File: src/rtl/vga_pkg.sv
// Shared definitions for the VGA framebuffer path: frame geometry and the
// scan-out fetch state encoding.
package vga_pkg;

    localparam int unsigned H_ACTIVE = 640;
    localparam int unsigned V_ACTIVE = 480;
    localparam int unsigned PIXELS   = H_ACTIVE * V_ACTIVE;

    typedef enum logic [1:0] {
        StIdle,
        StRun,
        StDone
    } fetch_state_e;

endpackage

File: src/rtl/vga_pix_fifo.sv
// Scan-out prefetch FIFO. Push with a full FIFO is accepted only alongside a pop;
// a pop on empty is ignored. Flush empties it in one cycle.
module vga_pix_fifo #(
    parameter int unsigned DATA_W = 16,
    parameter int unsigned DEPTH  = 8
) (
    input  logic                   i_clk,
    input  logic                   i_rst,
    input  logic                   i_flush,
    input  logic                   i_push,
    input  logic                   i_pop,
    input  logic [DATA_W-1:0]      i_wdata,
    output logic [DATA_W-1:0]      o_rdata,
    output logic [$clog2(DEPTH):0] o_count
);

    localparam int unsigned AW = $clog2(DEPTH);

    logic [DATA_W-1:0] r_mem [DEPTH];
    logic [AW-1:0]     r_wr_ptr;
    logic [AW-1:0]     r_rd_ptr;
    logic [AW:0]       r_count;
    logic              w_empty;
    logic              w_full;
    logic              w_do_push;
    logic              w_do_pop;

    assign w_empty   = (r_count == '0);
    assign w_full    = (r_count == (AW+1)'(DEPTH));
    assign w_do_pop  = i_pop && !w_empty;
    assign w_do_push = i_push && (!w_full || w_do_pop);

    always_ff @(posedge i_clk or posedge i_rst) begin
        if (i_rst) begin
            r_wr_ptr <= '0;
            r_rd_ptr <= '0;
            r_count  <= '0;
        end else if (i_flush) begin
            r_wr_ptr <= '0;
            r_rd_ptr <= '0;
            r_count  <= '0;
        end else begin
            if (w_do_push) r_wr_ptr <= r_wr_ptr + AW'(1);
            if (w_do_pop)  r_rd_ptr <= r_rd_ptr + AW'(1);
            r_count <= r_count + (AW+1)'(w_do_push) - (AW+1)'(w_do_pop);
        end
    end

    // Storage carries no reset; the count alone defines which entries are live.
    always_ff @(posedge i_clk) begin
        if (w_do_push && !i_flush) r_mem[r_wr_ptr] <= i_wdata;
    end

    assign o_rdata = w_empty ? '0 : r_mem[r_rd_ptr];
    assign o_count = r_count;

endmodule

File: src/rtl/vga_fb_arbiter.sv
// Single-port framebuffer arbiter: scan-out prefetch into a pixel FIFO with
// urgent priority when low, round-robin between two pixel writers otherwise.
module vga_fb_arbiter #(
    parameter int unsigned ADDR_W     = 19,
    parameter int unsigned DATA_W     = 16,
    parameter int unsigned PIXELS     = vga_pkg::PIXELS,
    parameter int unsigned FIFO_DEPTH = 8,
    parameter int unsigned LOW_WM     = 2
) (
    input  logic              CLOCK_50,
    input  logic              ar,
    input  logic              frame_start,
    input  logic              pix_pop,
    output logic [DATA_W-1:0] pix_data,
    output logic              pix_valid,
    output logic              underflow,
    input  logic [1:0]        wr_req,
    input  logic [ADDR_W-1:0] wr_addr0,
    input  logic [ADDR_W-1:0] wr_addr1,
    input  logic [DATA_W-1:0] wr_data0,
    input  logic [DATA_W-1:0] wr_data1,
    output logic [1:0]        wr_gnt,
    output logic              mem_re,
    output logic              mem_we,
    output logic [ADDR_W-1:0] mem_addr,
    output logic [DATA_W-1:0] mem_wdata,
    input  logic [DATA_W-1:0] mem_rdata
);

    import vga_pkg::*;

    localparam int unsigned CW = $clog2(FIFO_DEPTH) + 1;

    fetch_state_e      r_state;
    logic [ADDR_W-1:0] r_fetch_addr;
    logic              r_mem_re;
    logic              r_mem_we;
    logic [ADDR_W-1:0] r_mem_addr;
    logic [DATA_W-1:0] r_mem_wdata;
    logic [1:0]        r_wr_gnt;
    logic              r_rr;
    logic              r_rd_valid;
    logic [CW-1:0]     r_inflight;
    logic [CW-1:0]     r_discard;
    logic              r_underflow;

    logic [CW-1:0]     w_count;
    logic [1:0]        w_req;
    logic              w_eligible;
    logic              w_urgent;
    logic              w_wr_sel;
    logic              w_do_fetch;
    logic              w_do_wr;
    logic              w_push;
    logic              w_last;

    always_comb begin
        // A writer seeing its grant this cycle has not yet dropped its request.
        w_req      = wr_req & ~r_wr_gnt;
        w_eligible = (r_state == StRun) && !frame_start &&
                     ((32'(w_count) + 32'(r_inflight)) < FIFO_DEPTH);
        w_urgent   = (32'(w_count) <= LOW_WM);
        w_wr_sel   = (w_req == 2'b11) ? r_rr : w_req[1];
        w_do_fetch = w_eligible && (w_urgent || (w_req == 2'b00));
        w_do_wr    = !w_do_fetch && (w_req != 2'b00);
        w_push     = r_rd_valid && (r_discard == '0);
        w_last     = (r_fetch_addr == ADDR_W'(PIXELS - 1));
    end

    always_ff @(posedge CLOCK_50 or posedge ar) begin
        if (ar) begin
            r_state      <= StIdle;
            r_fetch_addr <= '0;
            r_mem_re     <= 1'b0;
            r_mem_we     <= 1'b0;
            r_mem_addr   <= '0;
            r_mem_wdata  <= '0;
            r_wr_gnt     <= '0;
            r_rr         <= 1'b0;
            r_rd_valid   <= 1'b0;
            r_inflight   <= '0;
            r_discard    <= '0;
            r_underflow  <= 1'b0;
        end else begin
            r_mem_re   <= w_do_fetch;
            r_mem_we   <= w_do_wr;
            r_wr_gnt   <= '0;
            r_rd_valid <= r_mem_re;
            r_inflight <= r_inflight + CW'(w_do_fetch) - CW'(r_rd_valid);

            if (w_do_fetch) begin
                r_mem_addr <= r_fetch_addr;
                if (w_last) r_state <= StDone;
                else        r_fetch_addr <= r_fetch_addr + ADDR_W'(1);
            end else if (w_do_wr) begin
                r_mem_addr          <= w_wr_sel ? wr_addr1 : wr_addr0;
                r_mem_wdata         <= w_wr_sel ? wr_data1 : wr_data0;
                r_wr_gnt[w_wr_sel]  <= 1'b1;
                r_rr                <= ~w_wr_sel;
            end

            if (frame_start) begin
                r_state      <= StRun;
                r_fetch_addr <= '0;
                r_underflow  <= 1'b0;
                // The word returning this cycle is dropped by the flush itself.
                r_discard    <= r_inflight - CW'(r_rd_valid);
            end else begin
                if (r_rd_valid && (r_discard != '0)) r_discard <= r_discard - CW'(1);
                if (pix_pop && !pix_valid)            r_underflow <= 1'b1;
            end
        end
    end

    vga_pix_fifo #(
        .DATA_W (DATA_W),
        .DEPTH  (FIFO_DEPTH)
    ) u_fifo (
        .i_clk   (CLOCK_50),
        .i_rst   (ar),
        .i_flush (frame_start),
        .i_push  (w_push),
        .i_pop   (pix_pop),
        .i_wdata (mem_rdata),
        .o_rdata (pix_data),
        .o_count (w_count)
    );

    assign pix_valid = (w_count != '0);
    assign underflow = r_underflow;
    assign wr_gnt    = r_wr_gnt;
    assign mem_re    = r_mem_re;
    assign mem_we    = r_mem_we;
    assign mem_addr  = r_mem_addr;
    assign mem_wdata = r_mem_wdata;

endmodule

File: config.mk
export PLATFORM = sky130hd
export DESIGN_NAME = vga_fb_arbiter
export DESIGN_NICKNAME = d
export VERILOG_FILES = /design/src/rtl/vga_pkg.sv /design/src/rtl/vga_pix_fifo.sv /design/src/rtl/vga_fb_arbiter.sv
export SDC_FILE = /design/constraint.sdc
export NUM_CORES = 1
export LEC_CHECK = 0
export BUFFER_PORTS_ARGS = -buffer_cell sky130_fd_sc_hd__buf_2
export CORE_MARGIN = 2
export CORE_UTILIZATION = 35
export DETAILED_ROUTE_END_ITERATION = 10
export PLACE_DENSITY_LB_ADDON = 0.1
export SLEW_MARGIN = 5
export SYNTH_ARGS = -nofsm -noshare
export SYNTH_HDL_FRONTEND = slang
export SYNTH_SLANG_ARGS = --single-unit
File: constraint.sdc
create_clock -name CLOCK_50 -period 6 [get_ports CLOCK_50]
set_input_delay 0.6 -clock CLOCK_50 [delete_from_list [all_inputs] [get_ports CLOCK_50]]
set_output_delay 0.6 -clock CLOCK_50 [all_outputs]
set_load 0.02 [all_outputs]
==> flow_summary.toml <==
[global_route]
gr_usage_total_pct = 15.2
first_global_vias = 6250
maximum_number_of_pins_on_one_net_before_global_route_repair = 65
wire_length_of_the_first_global_routing_pass_mm = 34.0
grt-ovfl-total = 0
antenna_found_initial = 0

[finish]
filler_cell_count = 2396
finish.utilization_pct = 43.0
layout.cell_area.non_filler_um2 = 11200
layout_stage_area_growth_over_the_synthesis_result_pct = 20.4
n_antenna_cell = 0
regArea_um2 = 5870
multi_input_comb_area_um2 = 3250
layoutNonFillerInstCount = 1145
post_layout_net_count = 909
post_route_cells_drive_above_1_share_pct = 30.7

[synthesis]
synth_cell_type_count = 62
synthFlopType = "sky130_fd_sc_hd__edfxtp_1"
synth_area_um2 = 9310
synth_edf_count = 128
yosysWarnings = 0
synth_sequential_area_ratio_pct = 63.1
flip_flop_and_latch_count_after_synthesis = 209
synthArstFlopShare_pct = 38.8
postSynthCellCount = 645
synthesis.nets = 761
post_synth.cell_area_avg_um2 = 14.4

[timing]
finalHoldViolCount = 0
timing_worst_slew_pin_value_ns = 1.15
setup_violations = 0
fin_ws_ns = 2.69
clock.fmax_mhz = 302
final_max_slew_viol_count = 0
worst_clk_skew_ns = 0.0106
final.setup.tns_ns = 0
slew_headroom_pct = 23.4
timing.final.crit_period_ns = 3.31
grt_setup_unrepaired = "false"
final_min_period_over_clock_period_pct = 55.1

[die]
die-width_um = 167
io_pins = 149
die_y_um = 167
placementRows = 59
initial_core_utilization_pct = 35.7
die_area_um2 = 27900
floorplan.core_area_um2 = 26100

[job]
cap_violations = 0

[place]
routabilityCongestion = 0.762
dpl_worst_slack_ns = 2.78
post_placement_cell_area_um2 = 10400
buffer_ports.inserted = 148
post-dp-hpwl_mm = 13.9
placed_cells_incl_taps = 1102

[drt]
wl_met1_mm = 9.43
met2RoutedLength_mm = 9.85
dr.pass1.iters = 4
detail-route-antenna-nets = 0
met3_length_mm = 1.23
top_layer = "met4"
detailroute.via_count = 5745
drcViolationCount = 0
avgRoutedWirePerCell_um = 18.2
post_drt_via_cell_ratio = 5.02
routed_wl_mm = 20.8
first_iter_violations = 372

[power_and_ir_drop]
switching_power_as_a_share_of_total_power_pct = 34.7
internal-power_uw = 3270
power.switching_uw = 1740
power.sequential.fraction_pct = 38.1
static-leakage-power_uw = 0.00430
power-per-cell-area_nw_per_um2 = 447
vdd_drop_max_mv = 0.215
clockPowerShare_pct = 28.7
power.combinational.fraction_pct = 33.2

[clock_network]
clock_tree_from_tritoncts = "done"
path_clk_slew_ns = 0.06
post_cts_repair_resize_count = 0
ctsLongestPathBuffers = 3
cts-buffers-inserted = 24
cts_htree_levels = 1
root_buffer = "sky130_fd_sc_hd__clkbuf_16"
clock_latency_of_the_later_clocked_register_in_the_worst_skew_pair_ns = 0.51
clock_sinks = 209
post_cts_setup_buffer_count = 0
cts_hold_buffers = 0

[worst_setup_path]
critical_path_source_type = "register"
critical_path.reg2reg.startpoint = "r_discard[0]"
critical_path.max_fanout = 25
endpoint_kind = "primary output"
worst-setup-path-type = "register to primary output"
cp.arrival_ns = 2.71
critical_path.startpoint = "u_fifo.r_rd_ptr[0]"
worst-endpoint-required_ns = 5.40

[status]
run_status = "completed"

[worst_hold_path]
timing.hold.worst.class = "input pin to async pin"
-- registers in the layout, summed over array words and instances, names as in the netlist --
| name | count |
|---|---|
| u_fifo.r_wr_ptr | 3 |
| r_rr | 1 |
| u_fifo.o_count | 4 |
| u_fifo.r_rd_ptr | 3 |
| mem_re | 1 |
| r_discard | 4 |
| mem_addr | 19 |
| r_state | 2 |
| r_rd_valid | 1 |
| r_inflight | 4 |
| mem_we | 1 |
| mem_wdata | 16 |
| u_fifo.r_mem | 128 |
| r_fetch_addr | 19 |
| wr_gnt | 2 |
| underflow | 1 |
-- synth_stat cells, drive strengths merged, types with 4 or more instances --
| library cell | number | area share [%] |
|---|---|---|
| a21oi | 19 | 1.0 |
| a221o | 6 | 0.65 |
| a22oi | 13 | 1.0 |
| and4 | 6 | 0.59 |
| buf | 16 | 1.1 |
| clkbuf | 15 | 0.60 |
| dfrtp | 81 | 22 |
| edfxtp | 128 | 41 |
| ha | 22 | 3.0 |
| inv | 24 | 0.97 |
| mux2i | 48 | 5.2 |
| mux4 | 32 | 7.7 |
| nand2 | 46 | 2.1 |
| nand3 | 17 | 1.0 |
| nand4 | 6 | 0.40 |
| nor2 | 37 | 1.5 |
| nor2b | 5 | 0.44 |
| nor3 | 6 | 0.50 |
| nor4 | 4 | 0.34 |
| o21a | 4 | 0.32 |
| o21ai | 42 | 2.3 |
| o31ai | 7 | 0.56 |
| or3 | 7 | 0.52 |
| or4 | 8 | 0.65 |
| xnor2 | 7 | 0.66 |
| xor2 | 9 | 0.85 |
-- critical path: stages (launching register included) --
cell and delay (ns):
sky130_fd_sc_hd__dfrtp_2 0.57, sky130_fd_sc_hd__buf_4 0.52, sky130_fd_sc_hd__mux4_2 0.57, sky130_fd_sc_hd__mux2i_1 0.26, sky130_fd_sc_hd__nor2_1 0.08, sky130_fd_sc_hd__buf_2 0.19
-- routing by layer --
layer / up-vias / global-route usage [%]
li1: 2741 / -
met1: 2809 / 20.8
met2: 169 / 25.2
met3: 26 / 2.90
met4: 0 / 3.41
met5: - / 0
-- power groups by stage --
stage	logic (uW)	clock network, uW	registers [uW]
after floorplan	1100	0	2020
after global placement	1670	0	1930
after detailed placement	1700	0	1930
after CTS	1700	1480	1910
after global routing	1850	1550	1940
final	1660	1430	1910
-- logic make-up after synthesis --
group	count (synthesis)	synth area share, %
fa+ha+maj	24	3.39
xor+xnor	16	1.51
simple gates	154	8.97
mux	80	12.9
flops	209	63.1
buf+inv	56	2.67
compound gates	106	7.50
-- path summary, 6_finish.rpt --
kind	end	slack, ns	cells after the start
min	mem_we	0.02	2
min reg2reg	r_rd_valid	0.39	0
max	pix_data[14]	2.69	5
min in group CLOCK_50	mem_addr[14]	0.33	2
max in group asynchronous	u_fifo.r_rd_ptr[1]	4.77	3
max reg2reg	u_fifo.r_mem[3][14]	2.84	7
-- cell usage in the layout, fill, tap and decap left out, types with 4 or more instances in the layout --
cell type	netlist	routed
sky130_fd_sc_hd__clkinv_1	1	4
sky130_fd_sc_hd__or3_1	6	6
sky130_fd_sc_hd__o21ai_0	41	41
sky130_fd_sc_hd__clkinv_2	0	6
sky130_fd_sc_hd__mux2i_1	48	48
sky130_fd_sc_hd__clkbuf_1	15	4
sky130_fd_sc_hd__ha_1	22	22
sky130_fd_sc_hd__nor2_1	36	32
sky130_fd_sc_hd__dfrtp_1	81	79
sky130_fd_sc_hd__xnor2_1	7	7
sky130_fd_sc_hd__o21a_1	4	4
sky130_fd_sc_hd__clkbuf_16	0	25
sky130_fd_sc_hd__or4_1	8	8
sky130_fd_sc_hd__buf_2	12	148
sky130_fd_sc_hd__nor2_2	1	5
sky130_fd_sc_hd__a21oi_1	19	19
sky130_fd_sc_hd__nand4_1	6	6
sky130_fd_sc_hd__edfxtp_1	128	128
sky130_fd_sc_hd__o31ai_1	7	7
sky130_fd_sc_hd__a22oi_1	13	13
sky130_fd_sc_hd__inv_1	23	22
sky130_fd_sc_hd__mux4_2	32	32
sky130_fd_sc_hd__and4_1	5	5
sky130_fd_sc_hd__buf_4	0	5
sky130_fd_sc_hd__xor2_1	9	9
sky130_fd_sc_hd__nand3_1	16	16
sky130_fd_sc_hd__nand2_1	44	44
sky130_fd_sc_hd__a221o_1	6	6
-- metrics by stage --
stage               hold slack, ns  power, uW
floorplan                    0.442       3120
global placement             0.365       3600
detailed placement           0.380       3630
CTS                        0.00864       5090
global route                0.0253       5340
finish                      0.0219       5000
-- layout make-up --
| cell class | count | share of cell area (%) |
|---|---|---|
| Multi-Input combinational cell | 380 | 29.0 |
| Tap cell | 335 | 3.74 |
| Inverter | 25 | 0.849 |
| Clock buffer | 31 | 5.96 |
| Sequential cell | 209 | 52.4 |
| Timing Repair Buffer | 153 | 6.95 |
| Clock inverter | 12 | 1.07 |
No activity file was read; power rests on OpenSTA's default activity.
